$ cat src/rtl/johnson_phase_decoder.sv
// Decodes a sampled N-bit Johnson counter value into a phase index/strobe, checks
// transitions and counts revolutions. Optional error counter: `define JPD_ERR_COUNT_EN.
module johnson_phase_decoder #(
  parameter int N  = 3,
  parameter int CW = 8
) (
  input  logic                       clk_i,
  input  logic                       rst_n_i,
  input  logic                       en_i,
  input  logic [N-1:0]               q_i,
  input  logic                       err_clr_i,
  output logic [$clog2(2*N)-1:0]     phase_idx_o,
  output logic [2*N-1:0]             phase_onehot_o,
  output logic                       phase_valid_o,
  output logic                       rev_tick_o,
  output logic [CW-1:0]              rev_count_o,
`ifdef JPD_ERR_COUNT_EN
  output logic [7:0]                 err_count_o,
`endif
  output logic                       seq_err_o
);

  localparam int IW = $clog2(2*N);
  localparam int P  = 2*N;
  localparam logic [N-1:0] ONES = {N{1'b1}};
  localparam logic [IW-1:0] LAST_IDX = IW'(P-1);

  // Phases 0..N fill ones from the MSB; phases N+1..2N-1 drain them toward the LSB.
  function automatic logic [N-1:0] jcode(input int k);
    if (k <= N) return ~(ONES >> k);
    else        return ONES >> (k - N);
  endfunction

  logic [IW-1:0] idx_q, idx_d;
  logic          valid_q, valid_d;
  logic          have_ref_q, have_ref_d;
  logic          tick_q, tick_d;
  logic [CW-1:0] rev_q, rev_d;
  logic          err_q, err_d;

  logic          dec_valid;
  logic [IW-1:0] dec_idx;
  logic [IW-1:0] next_idx;
  logic          err_event;

  always_comb begin
    dec_valid = 1'b0;
    dec_idx   = '0;
    for (int k = 0; k < P; k++) begin
      if (q_i == jcode(k)) begin
        dec_valid = 1'b1;
        dec_idx   = IW'(k);
      end
    end
  end

  assign next_idx = (idx_q == LAST_IDX) ? '0 : idx_q + 1'b1;

  always_comb begin
    idx_d      = idx_q;
    valid_d    = valid_q;
    have_ref_d = have_ref_q;
    tick_d     = 1'b0;
    rev_d      = rev_q;
    err_event  = 1'b0;
    if (en_i) begin
      if (!dec_valid) begin
        // phase_idx holds; losing the reference makes the next legal code a resync
        valid_d    = 1'b0;
        have_ref_d = 1'b0;
        err_event  = 1'b1;
      end else begin
        if (have_ref_q) begin
          if (dec_idx == next_idx) begin
            if (idx_q == LAST_IDX) begin
              tick_d = 1'b1;
              rev_d  = rev_q + 1'b1;
            end
          end else if (dec_idx != idx_q) begin
            err_event = 1'b1;
          end
        end
        idx_d      = dec_idx;
        valid_d    = 1'b1;
        have_ref_d = 1'b1;
      end
    end
    if (err_event)      err_d = 1'b1;
    else if (err_clr_i) err_d = 1'b0;
    else                err_d = err_q;
  end

  always_ff @(posedge clk_i or negedge rst_n_i) begin
    if (!rst_n_i) begin
      idx_q      <= '0;
      valid_q    <= 1'b0;
      have_ref_q <= 1'b0;
      tick_q     <= 1'b0;
      rev_q      <= '0;
      err_q      <= 1'b0;
    end else begin
      idx_q      <= idx_d;
      valid_q    <= valid_d;
      have_ref_q <= have_ref_d;
      tick_q     <= tick_d;
      rev_q      <= rev_d;
      err_q      <= err_d;
    end
  end

`ifdef JPD_ERR_COUNT_EN
  logic [7:0] ecnt_q, ecnt_d;

  always_comb begin
    ecnt_d = ecnt_q;
    if (err_clr_i)                       ecnt_d = err_event ? 8'd1 : 8'd0;
    else if (err_event && ecnt_q != 8'hFF) ecnt_d = ecnt_q + 8'd1;
  end

  always_ff @(posedge clk_i or negedge rst_n_i) begin
    if (!rst_n_i) ecnt_q <= '0;
    else          ecnt_q <= ecnt_d;
  end

  assign err_count_o = ecnt_q;
`endif

  assign phase_idx_o    = idx_q;
  assign phase_valid_o  = valid_q;
  assign phase_onehot_o = valid_q ? (P'(1) << idx_q) : '0;
  assign rev_tick_o     = tick_q;
  assign rev_count_o    = rev_q;
  assign seq_err_o      = err_q;

endmodule

$ cat config.mk
export PLATFORM = sky130hd
export DESIGN_NAME = johnson_phase_decoder
export DESIGN_NICKNAME = d
export VERILOG_FILES = /design/src/rtl/johnson_phase_decoder.sv
export SDC_FILE = /design/constraint.sdc
export NUM_CORES = 1
export LEC_CHECK = 0
export ABC_AREA = 1
export BUFFER_PORTS_ARGS = -buffer_cell sky130_fd_sc_hd__buf_4
export CAP_MARGIN = 20
export CELL_PAD_IN_SITES_DETAIL_PLACEMENT = 1
export CELL_PAD_IN_SITES_GLOBAL_PLACEMENT = 1
export CORE_MARGIN = 1
export CORE_UTILIZATION = 35
export CTS_CLUSTER_DIAMETER = 80
export DETAILED_ROUTE_END_ITERATION = 10
export PLACE_DENSITY_LB_ADDON = 0.2
export SLEW_MARGIN = 20
export SYNTH_ARGS = -nofsm -noshare
export SYNTH_HDL_FRONTEND = slang
export SYNTH_SLANG_ARGS = --single-unit
$ cat constraint.sdc
create_clock -name clk_i -period 2.1 [get_ports clk_i]
set_input_delay 0.105 -clock clk_i [delete_from_list [all_inputs] [get_ports clk_i]]
set_output_delay 0.105 -clock clk_i [all_outputs]
set_load 0.005 [all_outputs]
## After elaboration in Yosys (flattened, before gate mapping)

Index checks and enable logic that the tools add are counted.

| word-level totals | value |
|---|---|
| register bits | 14 |
| bits in latches | 0 |
| RAM bits | 0 |
| memory bits (read-only) | 0 |
| input port bits | 7 |
| word-level logic and storage cells | 46 |
| memories | 0 |

| operators by class | value |
|---|---|
| add/subtract/negate cells | 2 |
| $mul | 0 |
| div/mod/pow operators | 0 |
| $lt $le $gt $ge | 0 |
| equality and inequality tests | 8 |
| shift-type cells | 1 |
| multiplexer cells | 26 |
| bitwise logic cells | 0 |
| reduce and logical (&&, ||, !) cells | 4 |

Operators by type and width:

| kind | count |
|---|---|
| 1-bit 2-to-1 mux | 20 |
| 3-bit 2-to-1 mux | 5 |
| 3-bit == test (second input constant) | 4 |
| 8-bit by 1-bit adder with 8-bit output (second input constant) | 1 |
| 6-bit 2-to-1 mux | 1 |
| 1-bit by 3-bit left shift with 6-bit output (first input constant) | 1 |
| 5-bit AND reduction | 1 |
| 3-bit by 1-bit adder with 3-bit output (second input constant) | 1 |
| 3-bit by 1-bit == test with 1-bit output (second input constant) | 1 |
| 3-bit by 2-bit == test with 1-bit output (second input constant) | 1 |
| 3-bit == test | 1 |
| 3-bit logical NOT | 1 |
| 3-bit != test | 1 |
| 2-bit AND reduction | 1 |
| 2-bit nonzero test | 1 |

## Depth between registers and ports, before layout

| logic depth | value |
|---|---|
| word-level depth | 13 |
| depth in mapped cells | 14 |

## Worst setup path after synthesis

OpenSTA, ideal clock, no wires.

| timing path | value |
|---|---|
| path kind | reg2reg |
| from | register idx_q[0], in the netlist phase_idx_o[0] |
| to | register rev_q[0], in the netlist rev_count_o[0] |
| library setup time | 121 ps |
| arrival | 1502 ps |
| data required time | 1979 ps |
| slack | 476 ps |
| stages on the path, launching flop included | 14 |
| buffers on the path | 1 |
| clock period less this slack | 1624 ps |
| cells stage by stage | dfrtp_1 -> nand2_1 -> inv_1 -> ha_1 -> inv_1 -> nand2_1 -> inv_1 -> nand2_1 -> nand2_1 -> nand3_1 -> inv_1 -> nand2_2 -> buf_6 -> xor2_2 |

| between the ends | value |
|---|---|
| cells in the longest elaborated chain, start to end | 4 |
| elaborated cells between the ends (all ways) | 5 |

Ends and longest elaborated chain:

| element | RTL line | text |
|---|---|---|
| start: declaration | 34 | `logic [IW-1:0] idx_q, idx_d;` |
| start signal: assignment | 102 | `idx_q <= idx_d;` |
| 3-bit by 1-bit adder with 3-bit output or 3-bit == test (tied branches) | 57, 75 |  |
| 3-bit 2-to-1 mux | 57 | `assign next_idx = (idx_q == LAST_IDX) ? '0 : idx_q + 1'b1;` |
| 3-bit == test | 74 | `if (dec_idx == next_idx) begin` |
| 5-bit AND reduction (no source line) (*) | - |  |
| end signal: assignment | 106 | `rev_q <= rev_d;` |
| end: declaration | 38 | `logic [CW-1:0] rev_q, rev_d;` |

Mark *: on every way between the ends. The rest lies on a longest branch, timed or not.
A chain may end at the register's enable or synchronous reset.

## Final worst setup path

| timing path | value |
|---|---|
| from | register idx_q[0], in the netlist phase_idx_o[0] |
| to | register rev_q[4], in the netlist rev_count_o[4] |

The elaborated chain is that of the path after synthesis.

==> results.cfg <==
[route]
vias = 953
vias_per_cell = 4.91
wl_per_cell_um = 12.7
drtPass1Iterations = 4
antenna_left = 0
drtIter0Drc = 8
drcViolationCount = 0
postRouteWirelength_um = 2460

[setup_path]
crit_chain = nand2_1 -> inv_1 -> ha_1 -> inv_1 -> nand2_1 -> inv_1 -> nand2_1 -> nand2_1 -> nand3_1 -> inv_1 -> nand2_2 -> inv_2 -> nand2_1 -> nand2_1
crit_arrival_ns = 2.01
worst_path_max_delay_cell = dfrtp_1
path_max_fanout = 11
cpPeakStageDelay_ns = 0.47
worstPathRequired_ns = 2.27
r2r_cells = 14
r2r_setup_slack_ns = 0.26
criticalPathCategory = flip-flop to flip-flop
cp_common_cell = nand2_1
critPathLaunchType = flip-flop
reg2reg_to = rev_count_o[4]
r2r_start = phase_idx_o[0]
endpoint_kind = flip-flop

[placement]
port_buffers = 26
gp_congestion = 0.813
dp_hpwl_um = 1960
placed_area_um2 = 1170

[timing]
period_share = 0.875
hold_viol_final = 0
report.final.setup_viol = 0
setup_tns_ns = 0
fin_worst_skew_ns = 0.00172
finalCriticalPeriod_ns = 1.84
slew_violations = 0
tightest_slew_ns = 0.333
rsz0062_at_grt = no
clock.fmax_mhz = 544
slew_headroom = 0.776

[clocking]
clockBufferDepth = 2
clock_latency_ns = 0.28
clkSinkCount = 14
h-tree-depth = 1
cts-root-buf = clkbuf_4
cts_buffers = 3
clkSlewWorstSetupHoldPaths_ns = 0.09
tritoncts = yes
cts_setup_buffers = 0

[power_and_ir_drop]
power_density_nw_per_um2 = 632
ir_drop_uv = 333
leakage_nw = 0.703

[synth]
avgSynthCellArea_um2 = 7.10
synth_top_area_share = 0.371
ys_ff_latch = 14
synth_edf_count = 0
synthTopCellsByCount = nand2_1, inv_1, nand3_1
netlist_top_cells_area = dfrtp_1, nand2_1, nand3_1, inv_1, xor2_1
synth_fp_nets = 142
synth-seq-area-share = 0.371
yosys.area.top_type = dfrtp_1
synth_area_um2 = 945
yosysMostFrequentCell = nand2_1
yosysUniqueCellTypes = 21
netlist_instances = 133
yosysWarnings = 0
synthArstFlopShare = 1.00
synth_top_flop_cell = dfrtp_1

[layout]
final_cell_area_um2 = 1220
area_growth_pct = 29.1
diodes = 0
layout-drive-gt1-share = 0.287
finalNetCount = 174

[floorplanning]
io_pins = 27
chipHeight_um = 54.0
coreArea_um2 = 2520
floorplan.initialDensity = 0.375
rows = 18
dieArea_um2 = 2910
fp.dieW_um = 54.0

[global_route]
grt_pass1_vias = 934
overflow = 0
grt_max_degree = 15
track_usage = 0.198
grt_pass1_wl_um = 4050
antenna_found_initial = 0

[min_path]
hold_class = primary input to flip-flop
hold_start = en_i
hold_end = have_ref_q
holdPathStages = 2

[flow_run]
drv_cap = 0

[run_status]
status = finished, final reports clean
[cell families after synthesis]
| kind of cell | after synthesis | synth area share |
|---|---|---|
| buf+inv | 23 | 0.0993 |
| xor+xnor | 8 | 0.0821 |
| fa+ha+maj | 2 | 0.0265 |
| simple gates | 79 | 0.376 |
| compound gates | 7 | 0.0450 |
| flops | 14 | 0.371 |
[critical path: cells and delay by family (launching register included)]
family                   cells  cell delay [ns]
AND/OR/NAND/NOR              8             0.71
buffers and inverters        5             0.30
adder cells (fa/ha/maj)      1             0.26
flip-flops                   1             0.47
[final cells by class]
cell class                      count  area, um2
Inverter                           22       82.6
Clock buffer                        4       36.3
Timing Repair Buffer               28        213
Sequential cell                    14        350
Tap cell                           30       37.5
Fill cell                         344       1300
Multi-Input combinational cell     96        500
[per-layer routing]
layer  up-vias  track usage  wire length (um)
met3         4       0.0395               105
met4         0       0.0658                19
met2        21        0.319              1170
met5         -            0                 0
met1       460        0.262              1170
li1        468            -                 -
[sequential cells by signal, indices dropped and copies added (netlist names)]
| register | cells |
|---|---|
| rev_count_o | 8 |
| phase_idx_o | 3 |
| have_ref_q | 1 |
| rev_tick_o | 1 |
| seq_err_o | 1 |
[what timing repair did]
item                      CTS  global route
hold endpoints to repair   14             0
hold buffers                1             0
gates resized for setup     0             0
[how the worst max path moves through the flow]
stage                    from              to  slack, ns  cells past startpoint
2_1_floorplan  phase_idx_o[0]  rev_count_o[0]       0.48                     13
6_report       phase_idx_o[0]  rev_count_o[4]       0.26                     14
3_5_place_dp   phase_idx_o[0]  rev_count_o[4]       0.26                     14
3_3_place_gp   phase_idx_o[0]  rev_count_o[3]       0.38                     14
4_1_cts        phase_idx_o[0]  rev_count_o[4]       0.24                     14
5_1_grt        phase_idx_o[0]  rev_count_o[4]       0.04                     14
[cell usage in the layout (no fill, tap or decap), types with 2 or more instances in the layout]
cell type  synthesis  layout
xor2_1             4       4
nand2_1           46      46
nor2_1             9       9
nand3_1           15      15
nand2_2            3       3
ha_1               2       2
inv_1             16      16
xnor2_1            3       3
clkbuf_4           0       3
o21ai_1            2       2
inv_2              6       6
buf_4              0      27
o21ai_2            2       2
dfrtp_1           14      14
o21ai_0            2       2
nand3_2            2       2
[report_power, final]
| part | internal (mW) | switching [mW] | total [mW] |
|---|---|---|---|
| clock | 0.105 | 0.0898 | 0.195 |
| combinational | 0.113 | 0.135 | 0.247 |
| sequential | 0.295 | 0.0336 | 0.328 |
| total | 0.513 | 0.258 | 0.771 |
[stage by stage]
step	worst slack [ns]	hold WS [ns]	std cells	power [mW]	utilization
6_report	0.262	0.0320	194	0.771	0.484
5_1_grt	0.0437	0.0130	194	0.838	0.484
4_1_cts	0.238	0.0192	194	0.785	0.484
3_5_place_dp	0.262	-0.0351	189	0.580	0.465
3_3_place_gp	0.377	-0.0345	189	0.572	0.465
2_1_floorplan	0.476	-0.191	133	0.466	-
Note: power is estimated with default switching activity, not from simulation.
